### src/rtl/cpu_trace_pkg.sv
// Shared types and record layout for the CPU io_out trace monitor.
// A record is packed as {ts, pc, io} with io in the low bits; the ts field
// only exists when CPU_IO_TRACE_TIMESTAMP_EN is defined.
package cpu_trace_pkg;

  typedef enum logic {
    ST_INIT = 1'b0,
    ST_RUN  = 1'b1
  } state_e;

  localparam int PC_W = 32;
  localparam int IO_W = 32;

  localparam int IO_LSB     = 0;
  localparam int PC_LSB     = IO_W;
  localparam int TS_LSB     = IO_W + PC_W;
  localparam int BASE_REC_W = PC_W + IO_W;

endpackage

### src/rtl/trace_fifo.sv
// Small register-array FIFO with first-word fall-through read.
// A pop is ignored while empty; a push while full is only taken when a pop
// frees a slot in the same cycle, otherwise it is dropped.
module trace_fifo #(
  parameter int WIDTH = 64,
  parameter int DEPTH = 8
) (
  input  logic                   clock,
  input  logic                   reset,
  input  logic                   push_i,
  input  logic [WIDTH-1:0]       wr_data_i,
  input  logic                   pop_i,
  output logic [WIDTH-1:0]       rd_data_o,
  output logic [$clog2(DEPTH):0] count_o,
  output logic                   full_o,
  output logic                   empty_o
);

  localparam int AW = $clog2(DEPTH);
  localparam int CW = AW + 1;

  logic [WIDTH-1:0] mem_q [DEPTH];
  logic [AW-1:0]    wr_ptr_q;
  logic [AW-1:0]    rd_ptr_q;
  logic [CW-1:0]    count_q;
  logic             do_push;
  logic             do_pop;

  assign empty_o = (count_q == '0);
  assign full_o  = (count_q == CW'(DEPTH));
  assign do_pop  = pop_i && !empty_o;
  assign do_push = push_i && (!full_o || do_pop);

  // Storage array; contents are don't-care until written, so no reset.
  always_ff @(posedge clock) begin
    if (do_push) begin
      mem_q[wr_ptr_q] <= wr_data_i;
    end
  end

  // Pointers wrap naturally because DEPTH is a power of two.
  always_ff @(posedge clock) begin
    if (reset) begin
      wr_ptr_q <= '0;
      rd_ptr_q <= '0;
    end else begin
      if (do_push) wr_ptr_q <= wr_ptr_q + 1'b1;
      if (do_pop)  rd_ptr_q <= rd_ptr_q + 1'b1;
    end
  end

  // Occupancy tracks the net effect of push and pop in the same cycle.
  always_ff @(posedge clock) begin
    if (reset) begin
      count_q <= '0;
    end else begin
      case ({do_push, do_pop})
        2'b10:   count_q <= count_q + 1'b1;
        2'b01:   count_q <= count_q - 1'b1;
        default: count_q <= count_q;
      endcase
    end
  end

  // Head is masked to zero when empty so stale entries never leak out.
  assign rd_data_o = empty_o ? '0 : mem_q[rd_ptr_q];
  assign count_o   = count_q;

endmodule

### src/rtl/cpu_io_trace.sv
// Output-side monitor for pipelinecpu: every io_out change becomes a
// {pc, io_out, ts} record queued for a valid/ready consumer, with a sticky
// drop flag and a halt detector on a stuck pc.
// Build option: CPU_IO_TRACE_TIMESTAMP_EN adds the cycle timestamp counter
// and widens the record; without it rec_ts is tied to zero.
module cpu_io_trace
  import cpu_trace_pkg::*;
#(
  parameter int DEPTH       = 8,
  parameter int TS_W        = 16,
  parameter int HALT_CYCLES = 16
) (
  input  logic                   clock,
  input  logic                   reset,
  input  logic [PC_W-1:0]        pc,
  input  logic [IO_W-1:0]        io_out,
  output logic                   rec_valid,
  input  logic                   rec_ready,
  output logic [PC_W-1:0]        rec_pc,
  output logic [IO_W-1:0]        rec_io,
  output logic [TS_W-1:0]        rec_ts,
  output logic [$clog2(DEPTH):0] count,
  output logic                   overflow,
  output logic                   halted
);

`ifdef CPU_IO_TRACE_TIMESTAMP_EN
  localparam int REC_W = BASE_REC_W + TS_W;
`else
  localparam int REC_W = BASE_REC_W;
`endif
  localparam int SW = $clog2(HALT_CYCLES + 1);
  localparam logic [SW-1:0] STABLE_MAX = SW'(HALT_CYCLES);

  state_e            state_q, state_d;
  logic [IO_W-1:0]   io_q, io_d;
  logic              push;
  logic              fifo_full;
  logic              fifo_empty;
  logic [REC_W-1:0]  wr_rec;
  logic [REC_W-1:0]  rd_rec;
  logic              overflow_q;
  logic [PC_W-1:0]   pc_q;
  logic [SW-1:0]     stable_q;

  // FSM state and io_out shadow register.
  always_ff @(posedge clock) begin
    if (reset) begin
      state_q <= ST_INIT;
      io_q    <= '0;
    end else begin
      state_q <= state_d;
      io_q    <= io_d;
    end
  end

  // INIT baselines the shadow without a record; RUN pushes on any change.
  always_comb begin
    state_d = state_q;
    io_d    = io_q;
    push    = 1'b0;
    case (state_q)
      ST_INIT: begin
        io_d    = io_out;
        state_d = ST_RUN;
      end
      ST_RUN: begin
        if (io_out != io_q) begin
          io_d = io_out;
          push = 1'b1;
        end
      end
      default: state_d = ST_INIT;
    endcase
  end

`ifdef CPU_IO_TRACE_TIMESTAMP_EN
  logic [TS_W-1:0] ts_q;

  // Free-running cycle stamp, zero on the first RUN cycle, silent wrap.
  always_ff @(posedge clock) begin
    if (reset) begin
      ts_q <= '0;
    end else if (state_q == ST_RUN) begin
      ts_q <= ts_q + 1'b1;
    end
  end

  assign wr_rec = {ts_q, pc, io_out};
  assign rec_ts = rd_rec[TS_LSB +: TS_W];
`else
  assign wr_rec = {pc, io_out};
  assign rec_ts = '0;
`endif

  trace_fifo #(
    .WIDTH (REC_W),
    .DEPTH (DEPTH)
  ) u_fifo (
    .clock     (clock),
    .reset     (reset),
    .push_i    (push),
    .wr_data_i (wr_rec),
    .pop_i     (rec_ready),
    .rd_data_o (rd_rec),
    .count_o   (count),
    .full_o    (fifo_full),
    .empty_o   (fifo_empty)
  );

  assign rec_valid = !fifo_empty;
  assign rec_pc    = rd_rec[PC_LSB +: PC_W];
  assign rec_io    = rd_rec[IO_LSB +: IO_W];

  // Sticky drop flag: a push into a full FIFO with no pop to make room.
  always_ff @(posedge clock) begin
    if (reset) begin
      overflow_q <= 1'b0;
    end else if (push && fifo_full && !(rec_valid && rec_ready)) begin
      overflow_q <= 1'b1;
    end
  end

  assign overflow = overflow_q;

  // Count consecutive edges with an unchanged pc, saturating at the limit.
  always_ff @(posedge clock) begin
    if (reset) begin
      pc_q     <= '0;
      stable_q <= '0;
    end else begin
      pc_q <= pc;
      if (pc != pc_q) begin
        stable_q <= '0;
      end else if (stable_q != STABLE_MAX) begin
        stable_q <= stable_q + 1'b1;
      end
    end
  end

  assign halted = (stable_q == STABLE_MAX);

endmodule

### config.mk
export PLATFORM = sky130hd
export DESIGN_NAME = cpu_io_trace
export DESIGN_NICKNAME = d
export VERILOG_FILES = /design/src/rtl/cpu_trace_pkg.sv /design/src/rtl/trace_fifo.sv /design/src/rtl/cpu_io_trace.sv
export SDC_FILE = /design/constraint.sdc
export NUM_CORES = 1
export LEC_CHECK = 0
export ABC_AREA = 1
export CORE_MARGIN = 1
export CORE_UTILIZATION = 30
export CTS_BUF_LIST = sky130_fd_sc_hd__clkbuf_4 sky130_fd_sc_hd__clkbuf_8 sky130_fd_sc_hd__clkbuf_16
export CTS_CLUSTER_DIAMETER = 80
export DETAILED_ROUTE_END_ITERATION = 7
export GPL_ROUTABILITY_DRIVEN = 0
export GPL_TIMING_DRIVEN = 0
export PLACE_DENSITY = 0.54
export SETUP_SLACK_MARGIN = 0.15
export SYNTH_ARGS = -nofsm -noshare
export SYNTH_HDL_FRONTEND = slang
export SYNTH_HIERARCHICAL = 1
export SYNTH_SLANG_ARGS = --single-unit
### constraint.sdc
create_clock -name clock -period 7.3 [get_ports clock]
set_input_delay 1.825 -clock clock [delete_from_list [all_inputs] [get_ports clock]]
set_output_delay 1.825 -clock clock [all_outputs]
set_load 0.01 [all_outputs]
; Word-level counts from Yosys, hierarchy flattened
; Memories as Yosys holds them, arrays and structs flattened. A register that Yosys moved wholly into a read port is not among the register bits.
; Index checks and enable logic that the tools add are counted.
[op_classes]
bitwise_logic = 1
addsub = 5
eq_ne = 8
n_reduce_logical = 11
n_mux = 11
[op_table]
columns = operator, count
row1 = 64-bit two-way mux, 1
row2 = 32-bit != test, 2
row3 = 32-bit one-hot mux with 2 select lines, 1
row4 = 32-bit two-way mux, 1
row5 = 4-bit one-hot mux with 2 select lines, 1
row6 = "3-bit by 1-bit adder with 3-bit output, second input constant", 2
row7 = 3-bit two-way mux, 2
row8 = "5-bit by 1-bit adder with 5-bit output, second input constant", 1
row9 = "5-bit == test, second input constant", 1
row10 = 1-bit two-way mux, 5
row11 = "5-bit != test, second input constant", 1
row12 = "4-bit by 1-bit adder with 4-bit output, second input constant", 1
row13 = "4-bit == test, second input constant", 1
row14 = 1-bit logical AND, 4
row15 = 4-bit zero test, 1
row16 = "4-bit by 1-bit subtractor with 4-bit output, second input constant", 1
row17 = 1-bit zero test, 3
row18 = "2-bit by 1-bit == test with 1-bit output, second input constant", 1
row19 = "2-bit == test, second input constant", 1
row20 = "2-bit by 1-bit != test with 1-bit output, second input constant", 1
row21 = 2-bit nonzero test, 1
row22 = 2-bit OR reduction, 1
row23 = 1-bit logical OR, 1
row24 = 1-bit NOT, 1
[word_totals]
n_memories = 1
ram_bits = 512
input_bits = 67
out_inout_bits = 87
register_bits = 81
[memory_table]
columns = memory, depth, word_bits, read_ports, rd_clocked_by_memory_dff, write_ports, line
row1 = u_fifo.mem_q, 8, 64, 1, 1, 1, trace_fifo.sv:22  ; logic [WIDTH-1:0] mem_q [DEPTH];

; Longest topological paths before layout
[depth]
word_depth = 7
mapped_depth = 20
depth_no_buf = 20

; By module
; Netlist, hierarchy kept.
[by_module_without_submodules]
columns = mod, instances, cells_each, area_per_inst_um2
row1 = trace_fifo, 1, 1540, 20641.0
row2 = cpu_io_trace, 1, 415, 3121.7

; Least setup slack after synthesis
; No wires, ideal clock.
[synth_path]
path_kind = input-to-reg
start = input io_out[7]
end = memory u_fifo.mem_q[0][0] (enable)
path_stages = 12
t_arrival_ns = 5.425
n_path_buf = 0
slack_ns = 1.389
setup_ns = 0.486
cell_sequence = inv_1 -> nand2_1 -> nand2_1 -> nand2_1 -> nor2_1 -> nand2_1 -> nor2_1 -> a21boi_0 -> nand2_1 -> inv_1 -> nand2_1 -> nor2_1
[synth_via]
elab_chain_len = 6
[synth_rtl]
columns = element, line
row1 = from (decl), cpu_io_trace.sv:16  ; input logic [IO_W-1:0] io_out,
row2 = 32-bit != test, cpu_io_trace.sv:68  ; if (io_out != io_q) begin
row3 = 1-bit two-way mux, cpu_io_trace.sv:68
row4 = 1-bit two-way mux, cpu_io_trace.sv:62  ; case (state_q)
row5 = via push, cpu_io_trace.sv:37  ; logic push;
row6 = 1-bit logical AND, trace_fifo.sv:32  ; assign do_push = push_i && (!full_o || do_pop);
row7 = 1-bit two-way mux, trace_fifo.sv:36  ; if (do_push) begin
row8 = 1-bit two-way mux (implied by the code), trace_fifo.sv:37  ; mem_q[wr_ptr_q] <= wr_data_i;
row9 = to (decl), trace_fifo.sv:22
; The timed path passes the listed nets, and every way through them passes these cells.

; Final worst setup path
[layout_path]
start = register u_fifo.count_q[0] (netlist: u_fifo/count_o[0])
end = output rec_io[30]
[layout_via]
elab_chain_len = 2
[layout_rtl]
columns = element, line
row1 = from (decl), trace_fifo.sv:25  ; logic [CW-1:0] count_q;
row2 = from (signal assigned), trace_fifo.sv:58  ; 2'b10: count_q <= count_q + 1'b1;
row3 = from (signal assigned), trace_fifo.sv:59  ; 2'b01: count_q <= count_q - 1'b1;
row4 = from (signal assigned), trace_fifo.sv:60  ; default: count_q <= count_q;
row5 = 4-bit zero test, trace_fifo.sv:29  ; assign empty_o = (count_q == '0);
row6 = 64-bit two-way mux, trace_fifo.sv:66  ; assign rd_data_o = empty_o ? '0 : mem_q[rd_ptr_q];
row7 = to (decl), cpu_io_trace.sv:20  ; output logic [IO_W-1:0] rec_io,
; Every way passes these cells.

==> impl_metrics.env <==
export IMPL_outcome="finished, final reports clean"
export IMPL_drt_first_pass_iters=5
export IMPL_wl_per_cell_um=18.97
export IMPL_power_switching_mw=2.721
export IMPL_finalHoldViolCount=0
export IMPL_fillerInstances=7453
export IMPL_dp_cells=3163
export IMPL_cts_buffer_depth=3
export IMPL_crit_path_max_fanout=10
export IMPL_yosys_cell_types_count=38
export IMPL_drc=0
export IMPL_drtIter0Drc=991
export IMPL_synth_top_area_frac=0.6470
export IMPL_synth_edf_count=512
export IMPL_post_cts_setup_buffer_count=0
export IMPL_power_share_clock=0.336
export IMPL_yosys_top_cells_area="edfxtp_1, nor2_1, dfxtp_1, o21ai_0, mux2i_1"
export IMPL_worst_pin_slew_ns=1.321
export IMPL_area_growth_pct=21.54
export IMPL_num_rows=102
export IMPL_cts_resized=0
export IMPL_wirelength_um=62160
export IMPL_io_pins=154
export IMPL_hpwl_um=42060
export IMPL_chipWidth_um=283.4
export IMPL_skew_ns=0.02990
export IMPL_worstHoldPathType="flip-flop to flip-flop"
export IMPL_grt_antenna_before_repair=1
export IMPL_die_y_um=283.4
export IMPL_ys_flop_type="edfxtp_1"
export IMPL_preCtsSetupSlack_ns=1.727
export IMPL_grt_pass1_vias=15180
export IMPL_yosysTopAreaCell="edfxtp_1"
export IMPL_worstSetupPathType="flip-flop to output pin"
export IMPL_start_util=0.3047
export IMPL_ant_nets=0
export IMPL_finalMaxSlewViolations=0
export IMPL_grt_pass1_wl_um=93170
export IMPL_die_area_um2=80340
export IMPL_grt_overflow=0
export IMPL_yosys_warnings=6
export IMPL_ir_worst_vdd_mv=0.1928
export IMPL_grt_max_degree=29
export IMPL_root_buffer="clkbuf_16"
export IMPL_clock_latency_ns=0.63
export IMPL_async_flop_share=0
export IMPL_fin_cells=3276
export IMPL_slew_headroom=0.1196
export IMPL_vias_per_cell=4.701
export IMPL_p_leak_nw=9.888
export IMPL_drive_above_1_share=0.08591
export IMPL_cp_start_kind="flip-flop"
export IMPL_p_int_mw=6.451
export IMPL_finalCritPeriodShare=0.7751
export IMPL_finalWorstSetupSlack_ns=1.642
export IMPL_port_buffers=137
export IMPL_num_nets_final=2258
export IMPL_post_dp_cell_area_um2=26890
export IMPL_synth_seq_cells=596
export IMPL_p_comb_frac=0.243
export IMPL_cap_violations=0
export IMPL_power_density_nw_per_um2=317.6
export IMPL_pwr_share_seq=0.420
export IMPL_synth_most_common_cell="edfxtp_1"
export IMPL_cts_sinks=596
export IMPL_cts_buffers=59
export IMPL_vias=15400
export IMPL_syn_avg_cell_area_um2=12.15
export IMPL_fmax_mhz=176.7
export IMPL_fin_crit_ns=5.658
export IMPL_cts_tree="done"
export IMPL_fin_area_um2=28880
export IMPL_setup_viol=0
export IMPL_endpoint_kind="output pin"
export IMPL_synth_commonest_cells="edfxtp_1, nor2_1, o21ai_0"
export IMPL_switching_share=0.2967
export IMPL_grtUsageTotal=0.1515
export IMPL_clk_pin_slew_ns=0.06
export IMPL_core_area_um2=77980
export IMPL_synth_area_um2=23760
export IMPL_worstPathRequired_ns=5.48
export IMPL_htree_levels=2
export IMPL_synth_cells=1955
export IMPL_ys_seq_area_frac=0.7178
export IMPL_fin_tns_setup_ns=0
export IMPL_postCtsHoldBufs=0
export IMPL_cp_arrival_ns=3.83
export IMPL_rsz0062_at_grt="false"
export IMPL_final_util=0.3704
==> cell type report <==
cell class              count  area [um^2]  area share
plain buffers             120        659.4     0.02283
clock buffers              72         1629     0.05641
diodes                      1        2.502  0.00008664
multi-input cells        1149         5769      0.1998
clock inverters            40        355.3     0.01230
well taps                1040         1301     0.04505
inverters                 105        394.1     0.01365
repair buffers            153         1714     0.05935
flip-flops and latches    596        17060      0.5906
==> worst paths after layout <==
check	start	to	slack (ns)	cells past startpoint
max	u_fifo/count_o[0]	rec_io[30]	1.64	7
min	u_fifo/rd_ptr_q[2]	u_fifo/rd_ptr_q[2]	0.46	2
max reg2reg	io_q[28]	u_fifo/mem_q[6][36]	4.02	14
min reg2reg	u_fifo/rd_ptr_q[2]	u_fifo/rd_ptr_q[2]	0.46	2
==> kinds of logic (layout without fill, tap and decap cells) <==
| kind of cell | count (synthesis) | count (layout) | share of synthesized area |
|---|---|---|---|
| buffers and inverters | 225 | 490 | 0.04433 |
| muxes | 65 | 65 | 0.02743 |
| AOI/OAI and AO/OA | 422 | 422 | 0.09330 |
| and+or+nand+nor | 601 | 601 | 0.09899 |
| adders and majority gates | 7 | 7 | 0.004002 |
| DFF | 596 | 596 | 0.7178 |
| other | 1 | 17 | 0.0001578 |
| xor gates and xnor gates | 38 | 38 | 0.01401 |
==> sequential cells by signal, summed over array words and instances (netlist names), named ones only <==
| register | flops |
|---|---|
| io_q | 32 |
| overflow | 1 |
| pc_q | 32 |
| stable_q | 5 |
| state_q | 1 |
| u_fifo/count_o | 4 |
| u_fifo/mem_q | 512 |
| u_fifo/rd_ptr_q | 3 |
| u_fifo/wr_ptr_q | 3 |
==> placed cells by master (no fill, tap or decap), types with 17 or more instances in the layout <==
cell type,count
edfxtp_1,512
nor2_1,474
o21ai_0,280
clkdlybuf4s50_1,137
inv_1,93
nand2_1,91
dfxtp_1,84
o22ai_1,70
mux2i_1,64
clkbuf_16,60
clkbuf_1,59
o21ai_1,54
xnor2_1,30
buf_4,26
buf_12,17
==> layer usage <==
layer / part of all wire / global-route usage
met2: 0.48 / 0.2531
met3: 0.047 / 0.02387
met4: 0.019 / 0.03865
met1: 0.45 / 0.2048
met5: 0 / 0
==> worst max-delay path, stage by stage, from the launching register on <==
cell	delay, ns
dfxtp_1	0.41
nor2_1	0.12
nand2_1	0.15
clkbuf_1	0.87
clkbuf_1	0.50
o21ai_0	0.27
nor2_1	0.30
clkdlybuf4s50_1	0.59
==> power groups by stage <==
| stage | registers (mW) | logic (mW) | clock network (mW) |
|---|---|---|---|
| after floorplan | 3.93 | 1.18 | 0 |
| after global placement | 3.94 | 2.21 | 0 |
| after detailed placement | 3.93 | 2.26 | 0 |
| after CTS | 3.86 | 2.27 | 3.15 |
| after global routing | 3.86 | 2.46 | 3.27 |
| final | 3.86 | 2.23 | 3.08 |
==> metrics by stage <==
| step | hold slack, ns | power, mW |
|---|---|---|
| 2_1_floorplan | 0.4331 | 5.111 |
| 3_3_place_gp | 0.4508 | 6.152 |
| 3_5_place_dp | 0.4507 | 6.190 |
| 4_1_cts | 0.4612 | 9.275 |
| 5_1_grt | 0.4893 | 9.592 |
| 6_report | 0.4587 | 9.172 |
Power figures use the tool's default switching activity.
